===== src/rtl/avv_pkg.sv =====
// rtl/avv_pkg.sv - shared types, defaults and config check for the AVV readout
//
// Contents:
//   avv_state_e     decimator state (IDLE, SETTLE, ACCUM)
//   AVV_OSR_DEF     default qualified samples per conversion
//   AVV_SETTLE_DEF  default qualified samples discarded before each conversion
//   avv_code_w_ok   true when a CODE_W-bit result can hold full scale (code == OSR)
package avv_pkg;

  typedef enum logic [1:0] {
    IDLE   = 2'd0,
    SETTLE = 2'd1,
    ACCUM  = 2'd2
  } avv_state_e;

  localparam int AVV_OSR_DEF    = 64;
  localparam int AVV_SETTLE_DEF = 4;

  function automatic bit avv_code_w_ok(input int osr, input int code_w);
    return (longint'(1) << code_w) > longint'(osr);
  endfunction

endpackage


===== src/rtl/avv_edge_qual.sv =====
// rtl/avv_edge_qual.sv - sample rising-edge detect with bias/precharge masking
//
// Ports:
//   clk, reset   system clock, asynchronous active-high reset
//   sample       controller sample level; a rising edge is one decision event
//   cmp          comparator decision, same clock domain
//   setup_bias   masks events while high
//   pre_chrg     masks events while high
//   ev           one-cycle qualified decision event
//   ev_cmp       comparator bit belonging to ev (taken in the same cycle)
module avv_edge_qual
  import avv_pkg::*;
(
  input  logic clk,
  input  logic reset,
  input  logic sample,
  input  logic cmp,
  input  logic setup_bias,
  input  logic pre_chrg,
  output logic ev,
  output logic ev_cmp
);

  logic sample_q;

  // sample_q follows sample even while masked, so an edge that occurs under
  // setup_bias is consumed there and cannot fire later when the mask drops.
  always_ff @(posedge clk or posedge reset) begin
    if (reset) sample_q <= 1'b0;
    else       sample_q <= sample;
  end

  assign ev     = sample & ~sample_q & ~setup_bias & ~pre_chrg;
  assign ev_cmp = cmp;

endmodule


===== src/rtl/avv_readout.sv =====
// rtl/avv_readout.sv - AVV comparator decimator with valid/ready result port
//
// Counts ones over OSR qualified events after discarding SETTLE_N events,
// then publishes the count on code with a valid/ready handshake.
// Optional macro AVV_READOUT_AVG_EN: publish the rounded mean of the current
// and previous raw results (first result after reset/pre_chrg is unaveraged).
//
// Ports:
//   clk, reset              system clock, asynchronous active-high reset
//   sample, cmp             controller sample strobe and comparator decision
//   setup_bias              pauses conversion (events ignored, state held)
//   pre_chrg                aborts conversion, returns to IDLE
//   code, code_valid        result and its valid flag
//   code_ready              consumer accepts code
//   overrun                 sticky: a result replaced an unconsumed one
//   busy                    high in SETTLE or ACCUM
module avv_readout
  import avv_pkg::*;
#(
  parameter int OSR      = AVV_OSR_DEF,
  parameter int SETTLE_N = AVV_SETTLE_DEF,
  parameter int CODE_W   = 9
) (
  input  logic              clk,
  input  logic              reset,
  input  logic              sample,
  input  logic              cmp,
  input  logic              setup_bias,
  input  logic              pre_chrg,
  output logic [CODE_W-1:0] code,
  output logic              code_valid,
  input  logic              code_ready,
  output logic              overrun,
  output logic              busy
);

  if (!avv_code_w_ok(OSR, CODE_W)) begin : g_bad_code_w
    $error("avv_readout: CODE_W too narrow for OSR");
  end

  localparam int SW = $clog2(SETTLE_N + 2);
  localparam logic [SW-1:0]     SETTLE_LAST = SW'(SETTLE_N);
  localparam logic [CODE_W-1:0] OSR_LAST    = CODE_W'(OSR);

  logic ev, ev_cmp;

  avv_edge_qual u_edge_qual (
    .clk        (clk),
    .reset      (reset),
    .sample     (sample),
    .cmp        (cmp),
    .setup_bias (setup_bias),
    .pre_chrg   (pre_chrg),
    .ev         (ev),
    .ev_cmp     (ev_cmp)
  );

  avv_state_e        state, state_nxt;
  logic [SW-1:0]     settle_cnt, settle_nxt;
  logic [CODE_W-1:0] samp_cnt, samp_nxt;
  logic [CODE_W-1:0] ones_cnt, ones_nxt;
  logic [CODE_W-1:0] raw;
  logic [CODE_W-1:0] pub;
  logic              done;
  logic              acc_ev;

  // Ones count including the current event; only consumed on the final event.
  assign raw = ones_cnt + CODE_W'(ev_cmp);

  always_ff @(posedge clk or posedge reset) begin
    if (reset) begin
      state      <= IDLE;
      settle_cnt <= '0;
      samp_cnt   <= '0;
      ones_cnt   <= '0;
    end else begin
      state      <= state_nxt;
      settle_cnt <= settle_nxt;
      samp_cnt   <= samp_nxt;
      ones_cnt   <= ones_nxt;
    end
  end

  always_comb begin
    state_nxt  = state;
    settle_nxt = settle_cnt;
    samp_nxt   = samp_cnt;
    ones_nxt   = ones_cnt;
    done       = 1'b0;
    acc_ev     = 1'b0;

    if (pre_chrg) begin
      state_nxt  = IDLE;
      settle_nxt = '0;
      samp_nxt   = '0;
      ones_nxt   = '0;
    end else if (ev) begin
      case (state)
        // IDLE holds settle_cnt at 0, so it shares the settle counting path.
        IDLE, SETTLE: begin
          if (SETTLE_N == 0) begin
            acc_ev = 1'b1;
          end else if (settle_cnt + SW'(1) == SETTLE_LAST) begin
            state_nxt  = ACCUM;
            settle_nxt = '0;
          end else begin
            state_nxt  = SETTLE;
            settle_nxt = settle_cnt + SW'(1);
          end
        end
        ACCUM:   acc_ev = 1'b1;
        default: state_nxt = IDLE;
      endcase

      if (acc_ev) begin
        if (samp_cnt + CODE_W'(1) == OSR_LAST) begin
          done       = 1'b1;
          samp_nxt   = '0;
          ones_nxt   = '0;
          settle_nxt = '0;
          state_nxt  = (SETTLE_N == 0) ? ACCUM : SETTLE;
        end else begin
          state_nxt = ACCUM;
          samp_nxt  = samp_cnt + CODE_W'(1);
          ones_nxt  = raw;
        end
      end
    end
  end

`ifdef AVV_READOUT_AVG_EN
  logic [CODE_W-1:0] prev_raw;
  logic              prev_vld;
  logic [CODE_W:0]   avg_sum;

  assign avg_sum = {1'b0, raw} + {1'b0, prev_raw} + (CODE_W+1)'(1);
  assign pub     = prev_vld ? avg_sum[CODE_W:1] : raw;

  // pre_chrg and done never coincide because pre_chrg masks ev.
  always_ff @(posedge clk or posedge reset) begin
    if (reset) begin
      prev_raw <= '0;
      prev_vld <= 1'b0;
    end else if (pre_chrg) begin
      prev_vld <= 1'b0;
    end else if (done) begin
      prev_raw <= raw;
      prev_vld <= 1'b1;
    end
  end
`else
  assign pub = raw;
`endif

  // A completing result always loads; a simultaneous handshake only avoids
  // the overrun flag, code_valid stays high for the new result.
  always_ff @(posedge clk or posedge reset) begin
    if (reset) begin
      code       <= '0;
      code_valid <= 1'b0;
      overrun    <= 1'b0;
    end else if (done) begin
      code       <= pub;
      code_valid <= 1'b1;
      if (code_valid && !code_ready) overrun <= 1'b1;
    end else if (code_valid && code_ready) begin
      code_valid <= 1'b0;
    end
  end

  assign busy = (state == SETTLE) | (state == ACCUM);

endmodule


===== config.mk =====
export PLATFORM = sky130hd
export DESIGN_NAME = avv_readout
export DESIGN_NICKNAME = d
export VERILOG_FILES = /design/src/rtl/avv_pkg.sv /design/src/rtl/avv_edge_qual.sv /design/src/rtl/avv_readout.sv
export SDC_FILE = /design/constraint.sdc
export NUM_CORES = 1
export LEC_CHECK = 0
export CAP_MARGIN = 20
export CORE_ASPECT_RATIO = 1.25
export CORE_MARGIN = 10
export CORE_UTILIZATION = 55
export DETAILED_ROUTE_END_ITERATION = 6
export GPL_TIMING_DRIVEN = 0
export PLACE_DENSITY_LB_ADDON = 0.05
export SYNTH_ARGS = -nofsm -noshare
export SYNTH_HDL_FRONTEND = slang
export SYNTH_SLANG_ARGS = --single-unit

===== constraint.sdc =====
create_clock -name clk -period 4.3 [get_ports clk]
set_input_delay 1.075 -clock clk [delete_from_list [all_inputs] [get_ports clk]]
set_output_delay 1.075 -clock clk [all_outputs]
set_load 0.02 [all_outputs]

; ---- Word-level counts from Yosys, hierarchy flattened
; Cells that the tools add are included.
[totals]
register_bits = 35
in_bits = 7
out_inout_bits = 12
[op_classes]
addsub = 3
n_eq_ne = 5
n_mux = 29
n_bitwise = 7
reduce_logical = 11
[ops]
columns = op, count
row1 = 9-bit two-way mux, 8
row2 = 3-bit two-way mux, 6
row3 = 2-bit two-way mux, 5
row4 = 9-bit by 1-bit adder with 9-bit output, 1
row5 = 9-bit by 1-bit adder with 9-bit output (second input constant), 1
row6 = 9-bit by 7-bit == test with 1-bit output (second input constant), 1
row7 = 1-bit two-way mux, 9
row8 = 2-bit AND reduction, 3
row9 = 2-bit nonzero test, 3
row10 = 2-bit case mux with 2 select lines, 1
row11 = 3-bit by 1-bit adder with 3-bit output (second input constant), 1
row12 = 1-bit bitwise AND, 3
row13 = 3-bit == test (second input constant), 1
row14 = 3-bit != test (second input constant), 1
row15 = 1-bit NOT, 3
row16 = 2-bit by 1-bit == test with 1-bit output (second input constant), 1
row17 = 2-bit == test (second input constant), 1
row18 = 1-bit logical AND, 2
row19 = 2-bit logical NOT, 1
row20 = 2-bit OR reduction, 1
row21 = 1-bit logical NOT, 1
row22 = 1-bit bitwise OR, 1

; ---- Logic depth before layout (Yosys ltp)
[logic_depth]
word_depth = 10
mapped_depth = 7
depth_no_buf = 7

; ---- Modules after synthesis
; Synthesis repeated with hierarchy kept, for this count alone.
[unflattened]
hier_cells = 179
area_unflattened_um2 = 1909.3
[modules_own_cells]
columns = module, n_inst, cells_per_inst, area_per_inst_um2, seq_area_each_um2
row1 = avv_readout, 1, 175, 1858.0, 850.8
row2 = avv_edge_qual, 1, 4, 51.3, 25.0

; ---- Worst setup path after synthesis
; Ideal clock, no wire load.
[synth_timing]
kind = input port to flip-flop
startpoint = in cmp
endpoint = reg code[8]
t_arrival_ns = 2.364
required_time_ns = 4.175
path_slack_ns = 1.810
path_stages = 7
path_buffers = 0
cell_sequence = ha_1 ha_1 and3_1 and3_1 nand3_1 xnor2_1 mux2_4
[synth_via]
elab_chain_len = 1
[synth_lines]
columns = element, line
row1 = from (decl), avv_readout.sv:27  ; input logic cmp,
row2 = 9-bit by 1-bit adder with 9-bit output, avv_readout.sv:68  ; assign raw = ones_cnt + CODE_W'(ev_cmp);
row3 = to (signal assigned), avv_readout.sv:163  ; code <= pub;
row4 = to (decl), avv_readout.sv:30  ; output logic [CODE_W-1:0] code,
; No other way between the ends.
; A chain may end at the register's enable or synchronous reset.

; ---- Final worst setup path
[layout_timing]
startpoint = in sample
endpoint = reg samp_cnt[2]
[layout_via]
elab_chain_len = 5
[layout_lines]
columns = element, line
row1 = from (decl), avv_readout.sv:26  ; input logic sample,
row2 = 1-bit bitwise AND (3 in a row), avv_edge_qual.sv:33  ; assign ev = sample & ~sample_q & ~setup_bias & ~pre_chrg;
row3 = 2-bit nonzero test (no line), -
row4 = 2-bit AND reduction (no line), -
row5 = to (signal assigned), avv_readout.sv:79  ; samp_cnt <= samp_nxt;
row6 = to (decl), avv_readout.sv:60  ; logic [CODE_W-1:0] samp_cnt, samp_nxt;
; No other way between the ends.

==> flow_summary.json <==
{
  "worst-path-max-fanout": 10,
  "max_clock_freq_ghz": 0.338,
  "launch_point_of_the_critical_path": "sample",
  "cts_num_sinks": 35,
  "timing.final.max_slew_violations": 0,
  "synthSimpleGateAreaFrac_pct": 19.9,
  "ios": 19,
  "non_filler_instance_count_after_layout": 244,
  "holdBufCountCts": 0,
  "floorplan.rows": 23,
  "power-per-cell-area_nw_per_um2": 279,
  "setup-violations-final": 0,
  "placeableCoreArea_um2": 3280,
  "synth.net_count": 197,
  "area_growth_syn_to_layout_pct": 17.9,
  "worst_r2r_startpoint": "samp_cnt[3]",
  "insertion_delay_ns": 0.28,
  "gpl.final_weighted_congestion": 0.884,
  "htree_num_levels": 2,
  "drtPass1Iterations": 4,
  "chipHeight_um": 86.1,
  "number_of_antenna_violations_at_the_first_check_in_global_routing": 0,
  "endpoint": "samp_cnt[2]",
  "drv_cap": 0,
  "synth_fa_ha_area_share_pct": 5.86,
  "cts.repair_timing.setup_buffer_count": 0,
  "io_buffers": 17,
  "detailed_route_drc_error_count": 0,
  "post-place-cells": 236,
  "timing.hold.worst.start": "overrun",
  "worst_slew_margin_rel_pct": 41.0,
  "clk_root_buffer_cell": "clkbuf_8",
  "global_route.overflow_total": 0,
  "floorplan.die_area_um2": 6270,
  "min-delay-path-class": "flop to flop",
  "synthArstFlopShare_pct": 100,
  "num_antenna_cells": 0,
  "timing.setup.critical_path_class": "input pin to flop",
  "tritoncts.num_buffers": 5,
  "timing.clock.skew_ns": 0.00236,
  "vias_per_cell": 5.87,
  "vias": 1432,
  "cts_tree": "done",
  "synth-seq-area-share_pct": 45.6,
  "min_period_over_period_pct": 68.8,
  "crit_required_ns": 4.46,
  "critPathCaptureType": "flop",
  "synth.area.mux_share_pct": 8.40,
  "regToRegSetupSlack_ns": 1.97,
  "synth.ff_latch_count": 35,
  "post_synth_instance_area_um2": 1920,
  "report.final.hold_viol_count": 0,
  "worst_hold_slack_ns": 0.501,
  "r2r-end": "code[1]",
  "run_status": "finished, final reports clean",
  "detail_route.iter0.violations": 136,
  "postSynth.topFlopCell": "dfrtp_1",
  "grt_pass1_wl_um": 6960,
  "crit_path_start_kind": "input pin",
  "synthDistinctLibCells": 41,
  "number_of_global_route_vias_before_repair": 1455,
  "cts_buffer_depth": 2,
  "initial_core_utilization_pct": 58.5,
  "worst_ep_arrival_ns": 3.12,
  "grt_start_max_net_pins": 20,
  "synthCells": 181,
  "synth_compound_area_share_pct": 10.5,
  "routed_wl_um": 3900,
  "total_leakage_power_nw": 1.06,
  "route.antenna.remaining_nets": 0,
  "post_synth_xor_area_fraction_pct": 6.38,
  "number_of_synthesized_flops_with_an_enable_pin": 0,
  "dieWidth_um": 72.9,
  "grt_resource_usage_total_pct": 13.7,
  "grt_setup_unrepaired": "false",
  "fin_crit_period_ns": 2.96,
  "r2r.worst_path.cells": 6,
  "totalNegativeSetupSlack_ns": 0,
  "dp_hpwl_um": 2860,
  "tightest_slew_ns": 0.873,
  "main_combinational_cell_family_by_area_after_synthesis": "simple AND/OR/NAND/NOR gates",
  "drive_above_1_share_pct": 9.66,
  "ir_worst_vdd_v": 0.000232,
  "avgSynthCellArea_um2": 10.6,
  "post_cts_resize_count": 0,
  "ys_warn_count": 0,
  "clkTransAtPathRegs_ns": 0.07,
  "final_net_count": 222,
  "avgRoutedWirePerCell_um": 16.0
}
## metrics by stage
stage               area [um2]  setup slack [ns]  power (mW)  util (%)
floorplan                 1920              1.81       0.361         -
global placement          2140              1.03       0.372      65.1
detailed placement        2160              1.07       0.376      66.0
CTS                       2260              1.35       0.635      69.0
global route              2260              1.16       0.654      69.0
finish                    2260              1.34       0.631      69.0
## area by class of cell
cell class,count,area (um2)
multi-input combinational,131,981
fill,257,1020
buffer,9,41.3
tap,37,46.3
clock buffer,8,100
inverter,6,22.5
timing repair buffer,18,198
sequential,35,876
## registers in the layout (all words and copies together), names as in the netlist
| signal | cells |
|---|---|
| code | 9 |
| code_valid | 1 |
| ones_cnt | 9 |
| overrun | 1 |
| samp_cnt | 9 |
| settle_cnt | 3 |
| state | 2 |
| u_edge_qual.sample_q | 1 |
## critical path, cell delays in order
cell and delay (ns):
clkdlybuf4s50_1 0.50, nor4bb_1 0.77, clkbuf_1 0.44, nand2_1 0.13
xor2_1 0.15, nor2_1 0.05
## cells by family after synthesis
kind of cell             count (synthesis)
AND/OR/NAND/NOR                         69
flip-flops                              35
AO/OA/AOI/OAI                           27
buffers and inverters                   15
XOR/XNOR                                14
multiplexers                            12
adder cells (fa/ha/maj)                  9
## worst min-delay path by stage
stage	to	slack (ns)	depth (start not counted)
5_1_grt	overrun	0.53	1
2_1_floorplan	settle_cnt[1]	0.50	2
4_1_cts	overrun	0.50	1
3_3_place_gp	overrun	0.46	1
6_report	overrun	0.50	1
3_5_place_dp	overrun	0.49	1
## power breakdown
part / internal [mW] / switching, mW
sequential: 0.332 / 0.00307
clock: 0.146 / 0.115
combinational: 0.0156 / 0.0193
total: 0.493 / 0.137
## placed cells by master, fill, tap and decap left out, types with 6 or more instances in the layout
master,count
inv_1,6
nand3_1,7
clkbuf_8,7
nand2_1,13
ha_1,9
and3_1,8
xor2_1,10
nor2_1,12
clkdlybuf4s50_1,17
dfrtp_1,35
mux2_4,8
clkbuf_1,7
## per-layer routing
layer / vias to the layer above / GRT usage (%) / share of wire (%)
met5: - / 0 / 0
met4: 0 / 6.23 / 1.4
met3: 7 / 3.11 / 5.0
met2: 29 / 23.2 / 51
met1: 700 / 15.9 / 42
li1: 696 / - / -
## Yosys cell counts, drive strengths merged (3+ instances only)
cell | n | area, um2
or3 | 3 | 18.8
and3 | 8 | 50.1
nand3b | 4 | 30.0
buf | 3 | 18.8
dfrtp | 35 | 876
nor3 | 3 | 15.0
a31oi | 3 | 18.8
nand4 | 3 | 18.8
nand4b | 4 | 35.0
nor2b | 3 | 18.8
xnor2 | 4 | 35.0
mux2 | 9 | 131
a22o | 5 | 43.8
mux2i | 3 | 30.0
o31ai | 5 | 37.5
a21oi | 5 | 25.0
nand2 | 13 | 48.8
inv | 6 | 22.5
clkbuf | 6 | 22.5
xor2 | 10 | 87.6
nor2 | 12 | 45.0
and2 | 3 | 18.8
nand3 | 7 | 35.0
ha | 9 | 113
Note: power is estimated with default switching activity, not from simulation.
